`src/rtl/branch_pkg.sv`:
```
// Shared encodings for the branch sequencer: FSM states and PC mux select codes.
package branch_pkg;

    typedef enum logic [1:0] {
        IDLE      = 2'd0,
        WAIT_COND = 2'd1,
        DELAY     = 2'd2,
        REDIRECT  = 2'd3
    } state_t;

    localparam logic [1:0] PC_SEL_SEQ  = 2'b00;
    localparam logic [1:0] PC_SEL_TGT  = 2'b01;
    localparam logic [1:0] PC_SEL_HOLD = 2'b10;

endpackage

```
`src/rtl/branch_nullify_rule.sv`:
```
// Delay-slot nullify decision: the ,n bit cancels the slot for unconditional branches,
// taken backward branches and not-taken forward branches.
module branch_nullify_rule (
    input  logic n,
    input  logic uncond,
    input  logic taken,
    input  logic backward,
    output logic nullify
);

    always_comb begin
        nullify = n & (uncond | (taken & backward) | (~taken & ~backward));
    end

endmodule

```
`src/rtl/branch_sequencer.sv`:
```
// Branch resolution sequencer: captures a decoded branch, waits for the condition and drives
// PC mux, delay-slot nullify, link write and stall. Optional counters under BRANCH_SEQ_STATS_EN.
module branch_sequencer
    import branch_pkg::*;
#(
    parameter int PC_W   = 8,
    parameter int STAT_W = 16
) (
    input  logic              clk,
    input  logic              reset,
    input  logic              br_valid,
    input  logic              br_uncond,
    input  logic              br_link,
    input  logic              br_n,
    input  logic              br_backward,
    input  logic [PC_W-1:0]   ta,
    input  logic [PC_W-1:0]   ret_addr,
    input  logic              cond_valid,
    input  logic              cond_true,
    input  logic              stall_in,
    output logic [1:0]        pc_sel,
    output logic [PC_W-1:0]   target_pc,
    output logic              nullify_next,
    output logic              link_we,
    output logic [PC_W-1:0]   link_data,
    output logic              stall_out,
    output logic              busy
`ifdef BRANCH_SEQ_STATS_EN
    ,
    output logic [STAT_W-1:0] stat_taken,
    output logic [STAT_W-1:0] stat_not_taken
`endif
);

    state_t          state, next_state;
    logic [PC_W-1:0] ta_q;
    logic            link_q, n_q, backward_q, uncond_q, taken_q;
    logic            capture, delay_active, delay_entry, taken_in, load_target;
    logic            rule_nullify;

    always_ff @(posedge clk or posedge reset) begin
        if (reset) begin
            state <= IDLE;
        end else begin
            state <= next_state;
        end
    end

    // Pulses are gated by stall_in so a stalled DELAY defers them rather than repeating them.
    always_comb begin
        next_state   = state;
        capture      = 1'b0;
        delay_active = 1'b0;
        pc_sel       = PC_SEL_SEQ;
        stall_out    = 1'b0;
        case (state)
            IDLE: begin
                if (br_valid && !stall_in) begin
                    capture    = 1'b1;
                    next_state = br_uncond ? DELAY : WAIT_COND;
                end
            end
            WAIT_COND: begin
                pc_sel    = PC_SEL_HOLD;
                stall_out = 1'b1;
                if (cond_valid && !stall_in) begin
                    next_state = DELAY;
                end
            end
            DELAY: begin
                delay_active = !stall_in;
                if (!stall_in) begin
                    next_state = taken_q ? REDIRECT : IDLE;
                end
            end
            REDIRECT: begin
                pc_sel = PC_SEL_TGT;
                if (!stall_in) begin
                    next_state = IDLE;
                end
            end
            default: next_state = IDLE;
        endcase
    end

    always_comb begin
        taken_in    = (state == IDLE) ? br_uncond : cond_true;
        delay_entry = (next_state == DELAY) && (state != DELAY);
        load_target = (state == DELAY) && (next_state == REDIRECT);
    end

    always_ff @(posedge clk or posedge reset) begin
        if (reset) begin
            ta_q       <= '0;
            link_data  <= '0;
            link_q     <= 1'b0;
            n_q        <= 1'b0;
            backward_q <= 1'b0;
            uncond_q   <= 1'b0;
            taken_q    <= 1'b0;
            target_pc  <= '0;
        end else begin
            if (capture) begin
                ta_q       <= ta;
                link_data  <= ret_addr;
                link_q     <= br_link;
                n_q        <= br_n;
                backward_q <= br_backward;
                uncond_q   <= br_uncond;
            end
            if (delay_entry) begin
                taken_q <= taken_in;
            end
            if (load_target) begin
                target_pc <= ta_q;
            end
        end
    end

    branch_nullify_rule u_nullify_rule (
        .n        (n_q),
        .uncond   (uncond_q),
        .taken    (taken_q),
        .backward (backward_q),
        .nullify  (rule_nullify)
    );

    always_comb begin
        nullify_next = delay_active & rule_nullify;
        link_we      = delay_active & link_q;
        busy         = (state != IDLE);
    end

`ifdef BRANCH_SEQ_STATS_EN
    always_ff @(posedge clk or posedge reset) begin
        if (reset) begin
            stat_taken     <= '0;
            stat_not_taken <= '0;
        end else if (delay_entry) begin
            if (taken_in) begin
                if (stat_taken != '1) begin
                    stat_taken <= stat_taken + {{(STAT_W-1){1'b0}}, 1'b1};
                end
            end else begin
                if (stat_not_taken != '1) begin
                    stat_not_taken <= stat_not_taken + {{(STAT_W-1){1'b0}}, 1'b1};
                end
            end
        end
    end
`endif

endmodule

```
`config.mk`:
```
export PLATFORM = sky130hd
export DESIGN_NAME = branch_sequencer
export DESIGN_NICKNAME = d
export VERILOG_FILES = /design/src/rtl/branch_pkg.sv /design/src/rtl/branch_nullify_rule.sv /design/src/rtl/branch_sequencer.sv
export SDC_FILE = /design/constraint.sdc
export NUM_CORES = 1
export LEC_CHECK = 0
export BUFFER_PORTS_ARGS = -buffer_cell sky130_fd_sc_hd__buf_2
export CORE_UTILIZATION = 52
export DETAILED_ROUTE_END_ITERATION = 6
export GPL_TIMING_DRIVEN = 0
export PLACE_DENSITY = 0.86
export SKIP_CTS_REPAIR_TIMING = 1
export SLEW_MARGIN = 5
export SYNTH_ARGS = -nofsm -noshare
export SYNTH_HDL_FRONTEND = slang
export SYNTH_SLANG_ARGS = --single-unit
```
`constraint.sdc`:
```
create_clock -name clk -period 2.4 [get_ports clk]
set_input_delay 0 -clock clk [delete_from_list [all_inputs] [get_ports clk]]
set_output_delay 0 -clock clk [all_outputs]
set_load 0.02 [all_outputs]
```
# --- Yosys cells after proc, flatten, opt, wreduce, memory -nomap -nowiden ---
# Cells that the tools add are included.
word_totals:
  word_cells: 44
  input_bits: 26
  reg_bits: 31
  output_inout_bits: 22
classes:
  eq_ne: 6
  mux: 13
  n_bitwise: 9
  n_reduce_logical: 7
op_table:
  columns: ["operator", "n"]
  rows:
  - ["$mux W2", 6]
  - ["$eq A2 B2 Y1 const B", 4]
  - ["$pmux W2 S4", 1]
  - ["$and A1 B1 Y1", 5]
  - ["$mux W1", 5]
  - ["$logic_and A1 B1 Y1", 4]
  - ["$pmux W2 S2", 1]
  - ["$eq A2 B1 Y1 const B", 1]
  - ["$logic_not A2 Y1", 1]
  - ["$ne A2 B2 Y1 const B", 1]
  - ["$not A1 Y1", 2]
  - ["$or A1 B1 Y1", 2]
  - ["$reduce_bool A2 Y1", 1]
  - ["$logic_not A1 Y1", 1]

# --- Logic depth before layout (Yosys ltp) ---
logic_depth:
  ltp_word: 6
  mapped_depth: 4
  ltp_nobuf: 3

# --- By module ---
# Synthesis repeated with hierarchy kept, for this count alone.
unflattened:
  hier_cells: 90
  hier_area_um2: 1331.3
by_module_without_submodules:
  columns: ["mod", "n_inst", "area_per_inst_um2", "cells_per_inst"]
  rows:
  - ["branch_sequencer", 1, 1315.0, 88]
  - ["branch_nullify_rule", 1, 16.3, 2]

# --- Least setup slack after synthesis ---
# OpenSTA, ideal clock, no wires.
synth_path:
  path_type: "reg2reg"
  from: "register state[0]"
  to: "register backward_q"
  required_ns: 2.275
  t_arrival_ns: 1.423
  period_less_slack_ns: 1.548
  path_stages_with_launch: 5
  setup_slack_ns: 0.852
  setup_ns: 0.125
  path_cell_list: "dfrtp_1 -> or2_4 -> nor3b_4 -> buf_6 -> mux2_4"
synth_between:
  elab_chain_cells: 2
synth_rtl:
  columns: ["item", "line", "source"]
  rows:
  - ["start: declaration", "branch_sequencer.sv:35", "state_t state, next_state;"]
  - ["start signal: assignment", "branch_sequencer.sv:45", "state <= next_state;"]
  - ["$logic_not A2 Y1", "branch_sequencer.sv:56", "case (state)"]
  - ["$mux W1", "branch_sequencer.sv:56", null]
  - ["end signal: assignment", "branch_sequencer.sv:108", "backward_q <= br_backward;"]
  - ["end: declaration", "branch_sequencer.sv:37", "logic link_q, n_q, backward_q, uncond_q, taken_q;"]
# No other way between the ends.
# A chain may end at the register's enable or synchronous reset.

# --- Worst setup path after layout ---
layout_path:
  from: "register state[0]"
  to: "register link_data[7]"
layout_between:
  elab_chain_cells: 2
layout_rtl:
  columns: ["item", "line", "source"]
  rows:
  - ["$logic_not A2 Y1", "branch_sequencer.sv:56", null]
  - ["$mux W1", "branch_sequencer.sv:56", null]
  - ["end signal: assignment", "branch_sequencer.sv:105", "link_data <= ret_addr;"]
  - ["end: declaration", "branch_sequencer.sv:25", "output logic [PC_W-1:0] link_data,"]
# No other way between the ends.

==> impl_metrics.csv <==
group,metric,value,unit
floorplan,rows,18,
power_and_ir_drop,ir_worst_vdd,0.0009020,V
yosys,syn_nets,114,
floorplan,die_w,53.43,um
cts,cts_made_buffers,5,
route,wl_met1,1183,um
sta,rsz0062_at_grt,"false",
final_layout,layoutNonFillerInstCount,195,
cts,clock_latency,0.33,ns
sta,fin_crit,1.646,ns
sta,setup_viol,0,
route,dr_wl_met3,183,um
sta,finalHoldViolCount,1,
setup_path,critPathBufInv,1,
yosys,async_flop_share,100.0,%
run_status,failed_checks,"negative hold slack",
route,via_count,995,
floorplan,io_pins,48,
yosys,synth_edf_count,0,
setup_path,critical_path_class,"reg -> reg",
final_layout,antennaDiodeCount,0,
cts,cts_tree,"built",
yosys,synth_cell_types,26,
setup_path,worst_ep_required_time,2.61,ns
setup_path,arrival,1.86,ns
power_and_ir_drop,cellPowerDensity,1175,nW/um^2
route,routed_wl,2766,um
sta,fin_tns_setup,0,ns
floorplan,core_area,2477,um^2
yosys,yosysSeqAreaShare,56.41,%
setup_path,cp_num_cells,4,
sta,max_freq,607.5,MHz
floorplan,die_h,53.43,um
yosys,yosysWarnings,0,
global_routing,grt_pass1_wl,4043,um
setup_path,worstPathMaxFanout,10,
worst_hold_path,hold_class,"in -> reg",
route,vias_per_cell,5.103,
cts,ctsRootBufferMaster,"clkbuf_4",
route,firstDrtPassIters,4,
cts,clockBufferDepth,2,
setup_path,critPathSlowestCell,"dfrtp_1",
final_layout,mostFrequentLayoutCell,"buf_2",
placed_design,io_buffer_count,47,
run_status,status,"finished, violations left",
yosys,synthesis.area,1375,um^2
yosys,ys_seq_elements,31,
worst_hold_path,hold_depth,3,
setup_path,max_stage_delay,0.47,ns
power_and_ir_drop,leakagePower,0.9571,nW
global_routing,grt_max_degree,32,
floorplan,start_util,55.51,%
floorplan,dieArea,2854,um^2
yosys,yosys_most_used_dff,"dfrtp_1",
power_and_ir_drop,finalPower,2.254,mW
placed_design,preCtsSetupSlack,0.7721,ns
route,wl_per_cell,14.18,um
setup_path,cp-end-kind,"flip-flop",
route,final_antenna_net_count,0,
final_layout,layout-drive-gt1-share,52.73,%
placed_design,dp_hpwl,1793,um
route,top_layer_used,"met4",
route,drt_first_iter_violations,11,
cts,clkTransAtPathRegs,0.09,ns
setup_path,cpLargestDelayFamily,"simple AND/OR/NAND/NOR gates",
final_layout,final_cell_mix,"buf_2, dfrtp_1, dlygate4sd3_1",
global_routing,grt_pass1_vias,930,
route,wl_met2,1357,um
sta,whs,-0.01780,ns
global_routing,antenna_found_initial,0,
cts,clkSinkCount,31,
placed_design,gp_congestion,0.8215,
sta,period_share,68.58,%
sta,post-route-worst-setup-slack,0.7540,ns
final_layout,final_nets,190,
global_routing,track_usage,21.02,%
sta,skew,0.005917,ns
sta,maxSlewHeadroom,29.27,%
cts,htree_levels,2,
setup_path,crit_chain,"or2_4, nor3b_4, buf_6, mux2_4",
yosys,syn_avg_cell_area,15.63,um^2
sta,tightest_slew,1.054,ns
setup_path,worst_r2r_path_depth,4,
placed_design,place_inst,165,
job,cap_violations,0,
route,drc,0,
yosys,syn_inst,88,
final_layout,syn_to_final_growth,39.49,%
global_routing,gr-total-overflow,0,
setup_path,start_kind,"flip-flop",
sta,maxSlewViolCount,0,
-- final timing paths --
path	start	end	slack, ns
max in group asynchronous	reset	target_pc[6]$_DFFE_PP0P_	1.56
setup reg to reg	state[0]$_DFF_PP0_	link_data[7]$_DFFE_PP0P_	0.75
min in group asynchronous	reset	ta_q[5]$_DFFE_PP0P_	0.36
setup / recovery	state[0]$_DFF_PP0_	link_data[7]$_DFFE_PP0P_	0.75
hold reg to reg	target_pc[5]$_DFFE_PP0P_	target_pc[5]$_DFFE_PP0P_	0.51
hold / removal	cond_true	taken_q$_DFFE_PP0P_	-0.02
-- state kept, by name (all words and copies together), names as in the netlist --
| register | count |
|---|---|
| taken_q | 1 |
| backward_q | 1 |
| uncond_q | 1 |
| target_pc | 8 |
| state | 2 |
| link_data | 8 |
| n_q | 1 |
| link_q | 1 |
| ta_q | 8 |
-- worst reg2reg max path, cell delays in order (launching register included) --
cell and delay, ns:
dfrtp_1 0.47, or2_4 0.29, nor3b_4 0.24, buf_6 0.21, mux2_4 0.32
-- routing by layer --
metal	global-route usage [%]	vias to the layer above
met5	0	-
met4	9.211	0
met3	9.195	6
met2	32.71	46
met1	24.86	485
li1	-	458
-- power breakdown --
part	leakage (nW)	switching, mW	total, mW	internal, mW
sequential	0.371	0.154	0.938	0.784
clock	0.0293	0.168	0.282	0.114
combinational	0.557	0.480	1.03	0.553
total	0.957	0.803	2.25	1.45
-- synthesized netlist by cell type (2+ instances only) --
cell	instances	area, um^2
o21ai_0	2	10.01
mux2_4	20	300.3
dfrtp_1	31	775.7
nor2_1	2	7.510
and3_1	2	12.51
inv_1	2	7.510
buf_6	2	22.52
mux2_2	8	90.09
mux2i_1	2	20.02
-- logic make-up (layout without fill, tap and decap cells) --
kind of cell              after synthesis  after routing  share of synthesized area (%)
buffers and inverters                   7             84                          3.366
and+or+nand+nor                        13             13                          6.735
AOI/OAI and AO/OA                       6              6                          3.003
muxes                                  30             30                          29.85
xor gates and xnor gates                1              1                         0.6371
DFF                                    31             31                          56.41
-- layout make-up --
class	count	area, um^2
sequential	31	775.7
fill	163	559.3
multi-input combinational	50	553.0
timing repair buffer	69	455.4
clock buffer	7	45.04
buffer	5	38.79
tap	30	37.54
inverter	2	7.507
clock inverter	1	5.005
-- per-stage QoR --
| stage | utilization, % | area, um^2 |
|---|---|---|
| after CTS | 68.54 | 1698 |
| after global placement | 66.52 | 1648 |
| final | 77.42 | 1918 |
| after global routing | 77.42 | 1918 |
| after detailed placement | 66.52 | 1648 |
| after floorplan | - | 1375 |
(Power assumes the default switching activity.)
